$ cat src/rtl/flappy_pkg.sv
// Shared playfield constants and game-state encoding for the Flappy Bird blocks.
// The renderer, collision checker and pipe scheduler all take their geometry from here.
package flappy_pkg;

    localparam logic [1:0] ST_IDLE = 2'd0;
    localparam logic [1:0] ST_RUN  = 2'd1;
    localparam logic [1:0] ST_HALT = 2'd2;

    localparam int unsigned N_SLOTS    = 3;
    localparam int unsigned MAX_X      = 320;
    localparam int unsigned MIN_X      = 57;
    localparam int unsigned MIN_Y      = 45;
    localparam int unsigned WIDTH_PIPE = 41;
    localparam int unsigned SPACING    = 110;
    localparam int unsigned BIRD_X     = 120;

    localparam int unsigned H_LO  = 180;
    localparam int unsigned H_HI  = 280;
    localparam int unsigned H_DEF = 205;

    localparam logic [8:0] LFSR_SEED = 9'h1A5;

    // Out-of-range raw samples fall back to a fixed, always-playable gap.
    function automatic logic [9:0] height_sample(
        input logic [8:0] raw,
        input logic [9:0] lo,
        input logic [9:0] hi,
        input logic [9:0] dflt
    );
        logic [9:0] ext;
        ext = {1'b0, raw};
        return ((ext >= lo) && (ext <= hi)) ? ext : dflt;
    endfunction

endpackage

$ cat src/rtl/pipe_lfsr.sv
// Free-running 9-bit Fibonacci LFSR (x^9 + x^5 + 1) feeding the pipe gap height.
// It steps on every clock, independent of game state.
module pipe_lfsr
    import flappy_pkg::*;
#(
    parameter logic [8:0] SEED = LFSR_SEED
) (
    input  logic       clk,
    input  logic       reset,
    output logic [8:0] lfsr_o
);

    logic [8:0] lfsr_q;
    logic [8:0] lfsr_d;

    assign lfsr_d = {lfsr_q[7:0], lfsr_q[8] ^ lfsr_q[4]};

    always_ff @(posedge clk or posedge reset) begin
        if (reset) begin
            lfsr_q <= SEED;
        end else begin
            lfsr_q <= lfsr_d;
        end
    end

    assign lfsr_o = lfsr_q;

endmodule

$ cat src/rtl/pipe_scheduler.sv
// Game-level pipe sequencer: IDLE/RUN/HALT state, three pipe slots, spawn spacing and score.
// Slot outputs are packed 10 bits per slot for the VGA renderer.
//
//   state | meaning
//   IDLE  | slots, score and distance held clear; start launches slot0
//   RUN   | pipes retire, move, score and spawn on each move_tick
//   HALT  | everything frozen after a collision; start returns to IDLE
module pipe_scheduler #(
    parameter int unsigned WIDTH_PIPE = flappy_pkg::WIDTH_PIPE,
    parameter int unsigned MAX_X      = flappy_pkg::MAX_X,
    parameter int unsigned MIN_X      = flappy_pkg::MIN_X,
    parameter int unsigned MIN_Y      = flappy_pkg::MIN_Y,
    parameter int unsigned SPACING    = flappy_pkg::SPACING,
    parameter int unsigned BIRD_X     = flappy_pkg::BIRD_X,
    parameter int unsigned H_LO       = flappy_pkg::H_LO,
    parameter int unsigned H_HI       = flappy_pkg::H_HI,
    parameter int unsigned H_DEF      = flappy_pkg::H_DEF
) (
    input  logic        system_clk,
    input  logic        reset,
    input  logic        start,
    input  logic        collide,
    input  logic        move_tick,
    input  logic [1:0]  velocity,
    output logic [1:0]  state,
    output logic [2:0]  pipe_active,
    output logic [29:0] pipe_l,
    output logic [29:0] pipe_b,
    output logic [9:0]  pipe_t,
    output logic [7:0]  score
);
    import flappy_pkg::*;

    localparam logic [9:0] WP_W      = 10'(WIDTH_PIPE);
    localparam logic [9:0] MAX_X_W   = 10'(MAX_X);
    localparam logic [9:0] MIN_X_W   = 10'(MIN_X);
    localparam logic [9:0] MIN_Y_W   = 10'(MIN_Y);
    localparam logic [9:0] SPACING_W = 10'(SPACING);
    localparam logic [9:0] BIRD_X_W  = 10'(BIRD_X);
    localparam logic [9:0] H_LO_W    = 10'(H_LO);
    localparam logic [9:0] H_HI_W    = 10'(H_HI);
    localparam logic [9:0] H_DEF_W   = 10'(H_DEF);

    logic [1:0]  state_q, state_d;
    logic [7:0]  score_q, score_d;
    logic [9:0]  dist_q, dist_d;

    logic [8:0]  lfsr_w;
    logic [9:0]  height_w;
    logic [9:0]  vel_w;
    logic        run_tick;
    logic        start_run;
    logic        clear_all;

    logic [N_SLOTS-1:0] retire_w;
    logic [N_SLOTS-1:0] hit_w;
    logic [N_SLOTS-1:0] free_w;
    logic [N_SLOTS-1:0] spawn_sel;

    logic [9:0]  dist_sum;
    logic [9:0]  dist_new;
    logic        dist_full;
    logic [1:0]  hit_cnt;
    logic [8:0]  score_sum;

    pipe_lfsr #(
        .SEED (LFSR_SEED)
    ) u_lfsr (
        .clk    (system_clk),
        .reset  (reset),
        .lfsr_o (lfsr_w)
    );

    assign height_w = height_sample(lfsr_w, H_LO_W, H_HI_W, H_DEF_W);
    assign vel_w    = {8'd0, velocity};

    // Collision wins over a coincident move_tick, so a crash frame never moves or scores.
    assign run_tick  = (state_q == ST_RUN) && !collide && move_tick;
    assign start_run = (state_q == ST_IDLE) && start;
    assign clear_all = (state_q == ST_IDLE) || ((state_q == ST_HALT) && start);

    assign dist_sum  = dist_q + vel_w;
    assign dist_new  = (dist_sum >= SPACING_W) ? SPACING_W : dist_sum;
    assign dist_full = (dist_new >= SPACING_W);

    // A slot retiring on this tick is already free for the spawn of the same tick.
    always_comb begin
        spawn_sel = '0;
        if (run_tick && dist_full) begin
            for (int i = 0; i < N_SLOTS; i++) begin
                if (free_w[i] && (spawn_sel == '0)) begin
                    spawn_sel[i] = 1'b1;
                end
            end
        end
    end

    for (genvar g = 0; g < N_SLOTS; g++) begin : g_slot
        logic       active_q, active_d;
        logic       scored_q, scored_d;
        logic [9:0] l_q, l_d;
        logic [9:0] b_q, b_d;
        logic [9:0] l_moved;

        assign l_moved     = l_q - vel_w;
        assign retire_w[g] = active_q && ((l_q + WP_W) <= MIN_X_W);
        assign hit_w[g]    = active_q && !retire_w[g] && !scored_q
                             && ((l_moved + WP_W) < BIRD_X_W);
        assign free_w[g]   = !active_q || retire_w[g];

        always_comb begin
            active_d = active_q;
            scored_d = scored_q;
            l_d      = l_q;
            b_d      = b_q;
            if (clear_all) begin
                active_d = 1'b0;
                scored_d = 1'b0;
                l_d      = '0;
                b_d      = '0;
                if ((g == 0) && start_run) begin
                    active_d = 1'b1;
                    l_d      = MAX_X_W;
                    b_d      = height_w;
                end
            end else if (run_tick) begin
                if (spawn_sel[g]) begin
                    active_d = 1'b1;
                    scored_d = 1'b0;
                    l_d      = MAX_X_W;
                    b_d      = height_w;
                end else if (retire_w[g]) begin
                    active_d = 1'b0;
                end else if (active_q) begin
                    l_d = l_moved;
                    if (hit_w[g]) begin
                        scored_d = 1'b1;
                    end
                end
            end
        end

        always_ff @(posedge system_clk or posedge reset) begin
            if (reset) begin
                active_q <= 1'b0;
                scored_q <= 1'b0;
                l_q      <= '0;
                b_q      <= '0;
            end else begin
                active_q <= active_d;
                scored_q <= scored_d;
                l_q      <= l_d;
                b_q      <= b_d;
            end
        end

        assign pipe_active[g]      = active_q;
        assign pipe_l[10*g +: 10]  = l_q;
        assign pipe_b[10*g +: 10]  = b_q;
    end

    assign hit_cnt   = {1'b0, hit_w[0]} + {1'b0, hit_w[1]} + {1'b0, hit_w[2]};
    assign score_sum = {1'b0, score_q} + {7'd0, hit_cnt};

    always_comb begin
        state_d = state_q;
        score_d = score_q;
        dist_d  = dist_q;
        case (state_q)
            ST_IDLE: begin
                score_d = '0;
                dist_d  = '0;
                if (start) begin
                    state_d = ST_RUN;
                end
            end
            ST_RUN: begin
                if (collide) begin
                    state_d = ST_HALT;
                end else if (move_tick) begin
                    score_d = score_sum[8] ? 8'hFF : score_sum[7:0];
                    dist_d  = (spawn_sel != '0) ? 10'd0 : dist_new;
                end
            end
            ST_HALT: begin
                if (start) begin
                    state_d = ST_IDLE;
                    score_d = '0;
                    dist_d  = '0;
                end
            end
            default: begin
                state_d = ST_IDLE;
                score_d = '0;
                dist_d  = '0;
            end
        endcase
    end

    always_ff @(posedge system_clk or posedge reset) begin
        if (reset) begin
            state_q <= ST_IDLE;
            score_q <= '0;
            dist_q  <= '0;
        end else begin
            state_q <= state_d;
            score_q <= score_d;
            dist_q  <= dist_d;
        end
    end

    assign state  = state_q;
    assign score  = score_q;
    assign pipe_t = MIN_Y_W;

endmodule
$ cat config.mk
export PLATFORM = sky130hd
export DESIGN_NAME = pipe_scheduler
export DESIGN_NICKNAME = d
export VERILOG_FILES = /design/src/rtl/flappy_pkg.sv /design/src/rtl/pipe_lfsr.sv /design/src/rtl/pipe_scheduler.sv
export SDC_FILE = /design/constraint.sdc
export NUM_CORES = 1
export LEC_CHECK = 0
export ABC_CLOCK_PERIOD_IN_PS = 6900
export BUFFER_PORTS_ARGS = -buffer_cell sky130_fd_sc_hd__buf_2
export CAP_MARGIN = 10
export CORE_MARGIN = 2
export CORE_UTILIZATION = 30
export DETAILED_ROUTE_END_ITERATION = 10
export GPL_TIMING_DRIVEN = 1
export HOLD_SLACK_MARGIN = 0.12
export PLACE_DENSITY = 0.54
export SLEW_MARGIN = 20
export SYNTH_ARGS = -nofsm -noshare
export SYNTH_HDL_FRONTEND = slang
export SYNTH_SLANG_ARGS = --single-unit
$ cat constraint.sdc
create_clock -name system_clk -period 6.9 [get_ports system_clk]
set_clock_uncertainty 0.2 [all_clocks]
set_input_delay 0.345 -clock system_clk [delete_from_list [all_inputs] [get_ports system_clk]]
set_output_delay 0.345 -clock system_clk [all_outputs]
set_load 0.02 [all_outputs]
### After elaboration in Yosys (flattened, before gate mapping)

Cells that the tools add are included.

* register bits: 95
* bits of input ports: 7
* output and inout port bits: 83

* add/subtract/negate cells: 13
* $lt $le $gt $ge: 10
* equal/unequal tests: 10
* muxes and demuxes: 79
* bitwise logic cells: 2
* reductions and logical operators: 64

Operators with widths (count)
* 2-to-1 mux 10 bit: 29
* adder 10 x 6 -> 10 bit, second input constant: 6
* 2-to-1 mux 1 bit: 36
* 2-to-1 mux 8 bit: 4
* less-or-equal comparator 10 x 6 -> 1 bit, second input constant: 3
* < comparator 10 x 7 -> 1 bit, second input constant: 3
* nonzero test 3 bit: 10
* subtractor 10 x 2 -> 10 bit: 3
* 2-to-1 mux 9 bit: 3
* greater-or-equal comparator 10 x 7 -> 1 bit, second input constant: 2
* logical AND 1 bit: 20
* one-hot mux 10 bit (2 select lines): 1
* one-hot mux 8 bit (2 select lines): 1
* AND reduction 3 bit: 5
* AND reduction 2 bit: 6
* AND reduction 4 bit: 3
* adder 10 x 2 -> 10 bit: 1
* zero test 1 bit: 10
* != test 2 bit, second input constant: 5
* adder 8 x 2 -> 9 bit: 1
* greater-or-equal comparator 9 x 8 -> 1 bit, second input constant: 1
* less-or-equal comparator 9 bit, second input constant: 1
* != test 3 x 2 -> 1 bit, second input constant: 3
* nonzero test 2 bit: 4
* other kinds (11): 17

### Longest topological paths before layout

* depth after elaboration: 19
* mapped depth: 19
* gate-level depth less buffers: 18

### By module

From an unflattened synthesis, not the netlist that was laid out.

* cell total of the unflattened synthesis: 621
* area total of the unflattened synthesis: 5681.7 um^2

By module, submodules not included
* pipe_scheduler: instances 1, cells an instance 602, area each 5377.7 um^2, seq. area each 2077.0 um^2
* pipe_lfsr: instances 1, cells an instance 19, area each 304.0 um^2, seq. area each 231.5 um^2

### Worst setup path before layout

Ideal clock, no wire load.

* path kind: register -> register
* start point: register g_slot[0].l_q[0]
* end point: register score_q[0] (netlist: score[0])
* library setup time: 131 ps
* arrival time: 4594 ps
* data required time: 6569 ps
* path slack: 1974 ps
* cell stages (with the launch flop): 20
* period minus slack after synthesis: 4926 ps
* cells stage by stage: dfrtp_1 -> inv_1 -> ha_1 -> fa_1 -> or4b_4 -> nor4_2 -> xnor2_1 -> a2111oi_2 -> a22oi_1 -> or3_1 -> fa_1 -> inv_1 -> ha_1 -> fa_1 -> and3_1 -> and3_1 -> and3_1 -> clkbuf_1 -> o21ai_0 -> o21ai_0

* longest elaborated chain between the ends: 14

Ends and longest elaborated chain
* from (decl): RTL line pipe_scheduler.sv:101 `logic [9:0] l_q, l_d;`
* from (signal assigned): RTL line pipe_scheduler.sv:152 `l_q <= l_d;`
* branches (longest 6 deep; another with subtractor 10 x 2 -> 10 bit)
* logical AND 1 bit *: RTL line pipe_scheduler.sv:108 `&& ((l_moved + WP_W) < BIRD_X_W);`
* adder 1 x 1 -> 2 bit *: RTL line pipe_scheduler.sv:162 `assign hit_cnt = {1'b0, hit_w[0]} + {1'b0, hit_w[1]} + {1'b0, hit_w[2]};`
* adder 2 x 1 -> 2 bit *: RTL line pipe_scheduler.sv:162
* adder 8 x 2 -> 9 bit *: RTL line pipe_scheduler.sv:163 `assign score_sum = {1'b0, score_q} + {7'd0, hit_cnt};`
* 2-to-1 mux 8 bit *: RTL line pipe_scheduler.sv:181 `score_d = score_sum[8] ? 8'hFF : score_sum[7:0];`
* 2-to-1 mux 8 bit *: RTL line pipe_scheduler.sv:180 `end else if (move_tick) begin`
* 2-to-1 mux 8 bit *: RTL line pipe_scheduler.sv:178 `if (collide) begin`
* one-hot mux 8 bit (2 select lines) *: RTL line pipe_scheduler.sv:169 `case (state_q)`
* to (signal assigned): RTL line pipe_scheduler.sv:207 `score_q <= score_d;`
* to (decl): RTL line pipe_scheduler.sv:45 `logic [7:0] score_q, score_d;`

Mark *: on every way between the ends. The select of a mux whose other input is x is not followed.
A chain may end at the register's enable or synchronous reset.

### Worst setup path in the final report

Same ends and word-level chain as after synthesis.

==> metrics list <==
- Run status: complete, no violations
- Post-detailed-route DRC marker count: 0
* Final HPWL DP: roughly 12000 um
* TritonCTS clock tree: yes
* Port bufs: between 70 and 80
- Min-delay worst type: in2reg
- Setup crit start kind: flop
- Final weighted congestion of routability-driven global placement: 0.903
- Fin crit period: 5.20 ns
- Portion of synthesized cell area occupied by the leading cell type: 0.362
- Data on the critical path is required at its endpoint by 6.92 ns.
* Total clock sinks: a little over 90
- Initial standard-cell utilization of the core: 0.307
- Gr ovfl total: 0
- DR vias: between 5000 and 6000
* Leakage component of the power: roughly 0.003 uW
* Global-route usage over all layers: 0.159
- Entering global routing, the biggest net connects 70 pins.
- Post-detailed-route wirelength per cell: roughly 17 um
* Setup TNS: 0 ns
* Die Width: roughly 150 um
- Power spread over the standard cell area amounts to about 290 nW/um2.
* Number of placement rows: around 50
- Fraction of the yosys area taken by sequential cells: 0.383
* Number of top-level design ports: 90
- Final layout net count: 730
- Critical Setup Path Class: reg2reg
- The worst-case IR drop observed on VDD is between 0.15 and 0.2 mV.
- Placement Cell Area: 6500 um2
- In the routed layout, each cell is associated on average with a via count of roughly 5.3.
* Max Cap Viol: 0
- For this run, global-route usage on met3 was measured as 0.0401.
- Fill cells in the final layout number 2037.
- The synthesized design contains 0 enable-type register cells.
* Post-synth ARST share: 1.00
- Crit share post-route: 0.754
- Kind of capture point of the worst setup path: flop
- The design draws 1990 uW.
- The max-slew violation count came to 0.
- Number of buffers inserted during clock tree synthesis: 9
- The clock tree synthesis step divided the H-tree into 3 levels.
- Number of global-route vias before repair: ~4900
* Diodes inserted: 0
- Footprint of the flip-flops and latches: roughly 2300 um2
- Number of endpoints with negative hold slack in the final report: 0
- Clock root buffer master: sky130_fd_sc_hd__clkbuf_16
- Area enclosed by the die boundary: about 21000 um2
* Post-route antenna net violation count: 0
- Post-cts gate resize count: 0
- Arrival time reported for the critical path endpoint: around 5.2 ns
- During synthesis, Yosys emitted a total of 0 warnings.
- Synth cell types: between 80 and 90
- GR Layer Usage met1: 0.219
* Maximum fanout encountered on the critical timing path: 8
- The core region is 19600 um2.
- The number of antenna violations at the first check in global routing was 0.
- The multi-input combinational cells in the finished layout cover a total of ~3300 um2.
- The mapped netlist covers between 6000 and 7000 um2.
- Among all flip-flop cells after synthesis, the most frequent one is sky130_fd_sc_hd__dfrtp_1.
* Detailed Route Iter0 Violations: approximately 350
* Transition time at the pin with the least slew margin: about 1 ns
* Synth Instances: 660
* Setup-failing EPs final: 0
- Of the cells placed in the final design, the portion with a size suffix greater than 1 is 0.206.
- Setup slack of the worst register-to-register path: approximately 1.7 ns
- Synth-to-layout area growth: 13.3%
- A synthesized cell averages around 9 um2.
- The finished cells cover 6820 um2.
- Cell types occupying the most area after synthesis: sky130_fd_sc_hd__dfrtp_1, sky130_fd_sc_hd__nor2_1, sky130_fd_sc_hd__nand2_1, sky130_fd_sc_hd__a21oi_1, sky130_fd_sc_hd__o21ai_0
* Met2 Usage GRT: 0.242
* Wire length of the first global-routing pass: ~27000 um
* Slew margin rel.: 0.351
- Biggest area consumer among synthesized cells: sky130_fd_sc_hd__dfrtp_1
- Clock tree buffer depth: 2
* GRT busiest layer: met2
* Later-pin clock latency in the skew report: between 0.3 and 0.4 ns
- Clock-pin slew was measured on the worst setup and hold paths at 0.07 ns.
- F_max: about 190 MHz
- Die Ht: between 100 and 150 um
- Summed over all layers, the routed wires come to between 15000 and 20000 um.
- In this run, synthesis produced a sequential element count of just over 90.
- The pre-antenna-repair detailed-routing pass consisted of 5 iterations.
* RSZ-0062 raised after global routing: false
sequential cells by signal, summed over array words and instances, names as in the netlist:
signal	cells
g_slot.scored_q	3
g_slot.active_q	3
g_slot.b_q	27
score	8
g_slot.l_q	30
dist_q	10
state	2
u_lfsr.lfsr_o	9
path summary, 6_finish.rpt:
check | startpoint | to | cells past startpoint
setup / recovery | g_slot[0].l_q[0] | score[0] | 18
hold / removal | start | state[0] | 3
setup reg to reg | g_slot[0].l_q[0] | score[0] | 18
hold reg to reg | u_lfsr.lfsr_o[7] | u_lfsr.lfsr_o[8] | 0
max in group asynchronous | reset | g_slot[2].l_q[1] | 4
min in group asynchronous | reset | g_slot[1].b_q[0] | 3
kinds of logic (layout without fill, tap and decap cells):
| kind of cell | after synthesis | in the layout | synth area share |
|---|---|---|---|
| flops | 92 | 92 | 0.383 |
| simple gates | 251 | 251 | 0.227 |
| fa+ha+maj | 16 | 16 | 0.0407 |
| buf+inv | 80 | 121 | 0.0698 |
| compound gates | 164 | 164 | 0.188 |
| xor+xnor | 26 | 26 | 0.0378 |
| mux | 29 | 29 | 0.0518 |
| other cells | 2 | 13 | 0.00125 |
critical path, stage by stage (launching register included):
cell                        delay (ns)
sky130_fd_sc_hd__dfrtp_1          0.44
sky130_fd_sc_hd__inv_1            0.08
sky130_fd_sc_hd__ha_1             0.18
sky130_fd_sc_hd__fa_1             0.30
sky130_fd_sc_hd__or4b_4           0.54
sky130_fd_sc_hd__nor4_2           0.19
sky130_fd_sc_hd__xnor2_1          0.16
sky130_fd_sc_hd__a2111oi_2        0.31
sky130_fd_sc_hd__a22oi_1          0.17
sky130_fd_sc_hd__or3_1            0.35
sky130_fd_sc_hd__fa_1             0.51
sky130_fd_sc_hd__inv_1            0.04
sky130_fd_sc_hd__ha_1             0.20
sky130_fd_sc_hd__fa_1             0.43
sky130_fd_sc_hd__and3_1           0.22
sky130_fd_sc_hd__and3_1           0.22
sky130_fd_sc_hd__and3_1           0.26
sky130_fd_sc_hd__o21ai_0          0.17
sky130_fd_sc_hd__o21ai_0          0.11
layer usage:
metal / wire (um) / vias to the layer above
met5: 0 / -
met4: 307 / 0
met3: 1080 / 27
met2: 7550 / 186
met1: 7730 / 2542
li1: - / 2469
synthesized netlist by cell type (3+ instances only):
cell and count:
sky130_fd_sc_hd__buf_6 4, sky130_fd_sc_hd__or3_1 13, sky130_fd_sc_hd__o21a_1 5, sky130_fd_sc_hd__o22ai_1 5
sky130_fd_sc_hd__or2_2 6, sky130_fd_sc_hd__buf_4 22, sky130_fd_sc_hd__and3_1 4, sky130_fd_sc_hd__clkbuf_1 25
sky130_fd_sc_hd__nor4b_1 4, sky130_fd_sc_hd__fa_1 6, sky130_fd_sc_hd__nor4_1 8, sky130_fd_sc_hd__buf_2 6
sky130_fd_sc_hd__a21oi_1 40, sky130_fd_sc_hd__xnor2_1 12, sky130_fd_sc_hd__and2_1 7, sky130_fd_sc_hd__mux2_2 9
sky130_fd_sc_hd__o211ai_1 11, sky130_fd_sc_hd__nand2_1 55, sky130_fd_sc_hd__a211oi_1 3, sky130_fd_sc_hd__nor3b_1 5
sky130_fd_sc_hd__nor2b_1 10, sky130_fd_sc_hd__ha_1 10, sky130_fd_sc_hd__xor2_1 14, sky130_fd_sc_hd__a22oi_1 4
sky130_fd_sc_hd__dfrtp_1 87, sky130_fd_sc_hd__o31ai_1 5, sky130_fd_sc_hd__o31a_1 4, sky130_fd_sc_hd__inv_1 22
sky130_fd_sc_hd__a22o_1 3, sky130_fd_sc_hd__nor2_1 59, sky130_fd_sc_hd__o21ai_0 40, sky130_fd_sc_hd__or3b_2 3
sky130_fd_sc_hd__nor3_1 21, sky130_fd_sc_hd__nand3_1 15, sky130_fd_sc_hd__mux2i_1 18, sky130_fd_sc_hd__nand2b_1 5
sky130_fd_sc_hd__nand4_1 14, sky130_fd_sc_hd__dfstp_2 5, sky130_fd_sc_hd__a21o_1 5
per-stage QoR:
stage / worst slack (ns) / instances / utilization / hold slack [ns]
after floorplan: 1.97 / 671 / - / 0.158
after global placement: 1.78 / 960 / 0.331 / 0.140
after detailed placement: 1.66 / 960 / 0.332 / 0.137
after CTS: 1.71 / 977 / 0.348 / 0.121
after global routing: 1.33 / 977 / 0.348 / 0.132
final: 1.70 / 977 / 0.348 / 0.134
power breakdown:
| group | switching (uW) | internal, uW | total [uW] |
|---|---|---|---|
| Sequential | 95.4 | 586 | 682 |
| Combinational | 502 | 273 | 775 |
| Clock | 240 | 289 | 529 |
cell usage in the layout, fill, tap and decap left out, types with 8 or more instances in the layout:
cell	instances
sky130_fd_sc_hd__dfrtp_1	87
sky130_fd_sc_hd__buf_2	76
sky130_fd_sc_hd__nor2_1	58
sky130_fd_sc_hd__nand2_1	55
sky130_fd_sc_hd__a21oi_1	40
sky130_fd_sc_hd__o21ai_0	40
sky130_fd_sc_hd__nor3_1	21
sky130_fd_sc_hd__inv_1	21
sky130_fd_sc_hd__mux2i_1	18
sky130_fd_sc_hd__nand3_1	15
sky130_fd_sc_hd__nand4_1	14
sky130_fd_sc_hd__xor2_1	14
sky130_fd_sc_hd__or3_1	13
sky130_fd_sc_hd__conb_1	13
sky130_fd_sc_hd__xnor2_1	12
sky130_fd_sc_hd__o211ai_1	11
sky130_fd_sc_hd__nor2b_1	10
sky130_fd_sc_hd__ha_1	10
sky130_fd_sc_hd__mux2_2	9
sky130_fd_sc_hd__clkbuf_16	9
sky130_fd_sc_hd__nor4_1	8
timing repair:
action,CTS,global route
hold buffers,1,0
endpoints found under the hold margin,23,0
setup buffers,0,0
cell type report:
type,instances,share of cell area
multi-input cells,499,0.491
flip-flops and latches,92,0.338
repair buffers,83,0.0638
well taps,265,0.0486
clock buffers,9,0.0330
clock inverters,7,0.0125
inverters,22,0.0125
No activity file was read; power rests on OpenSTA's default activity.
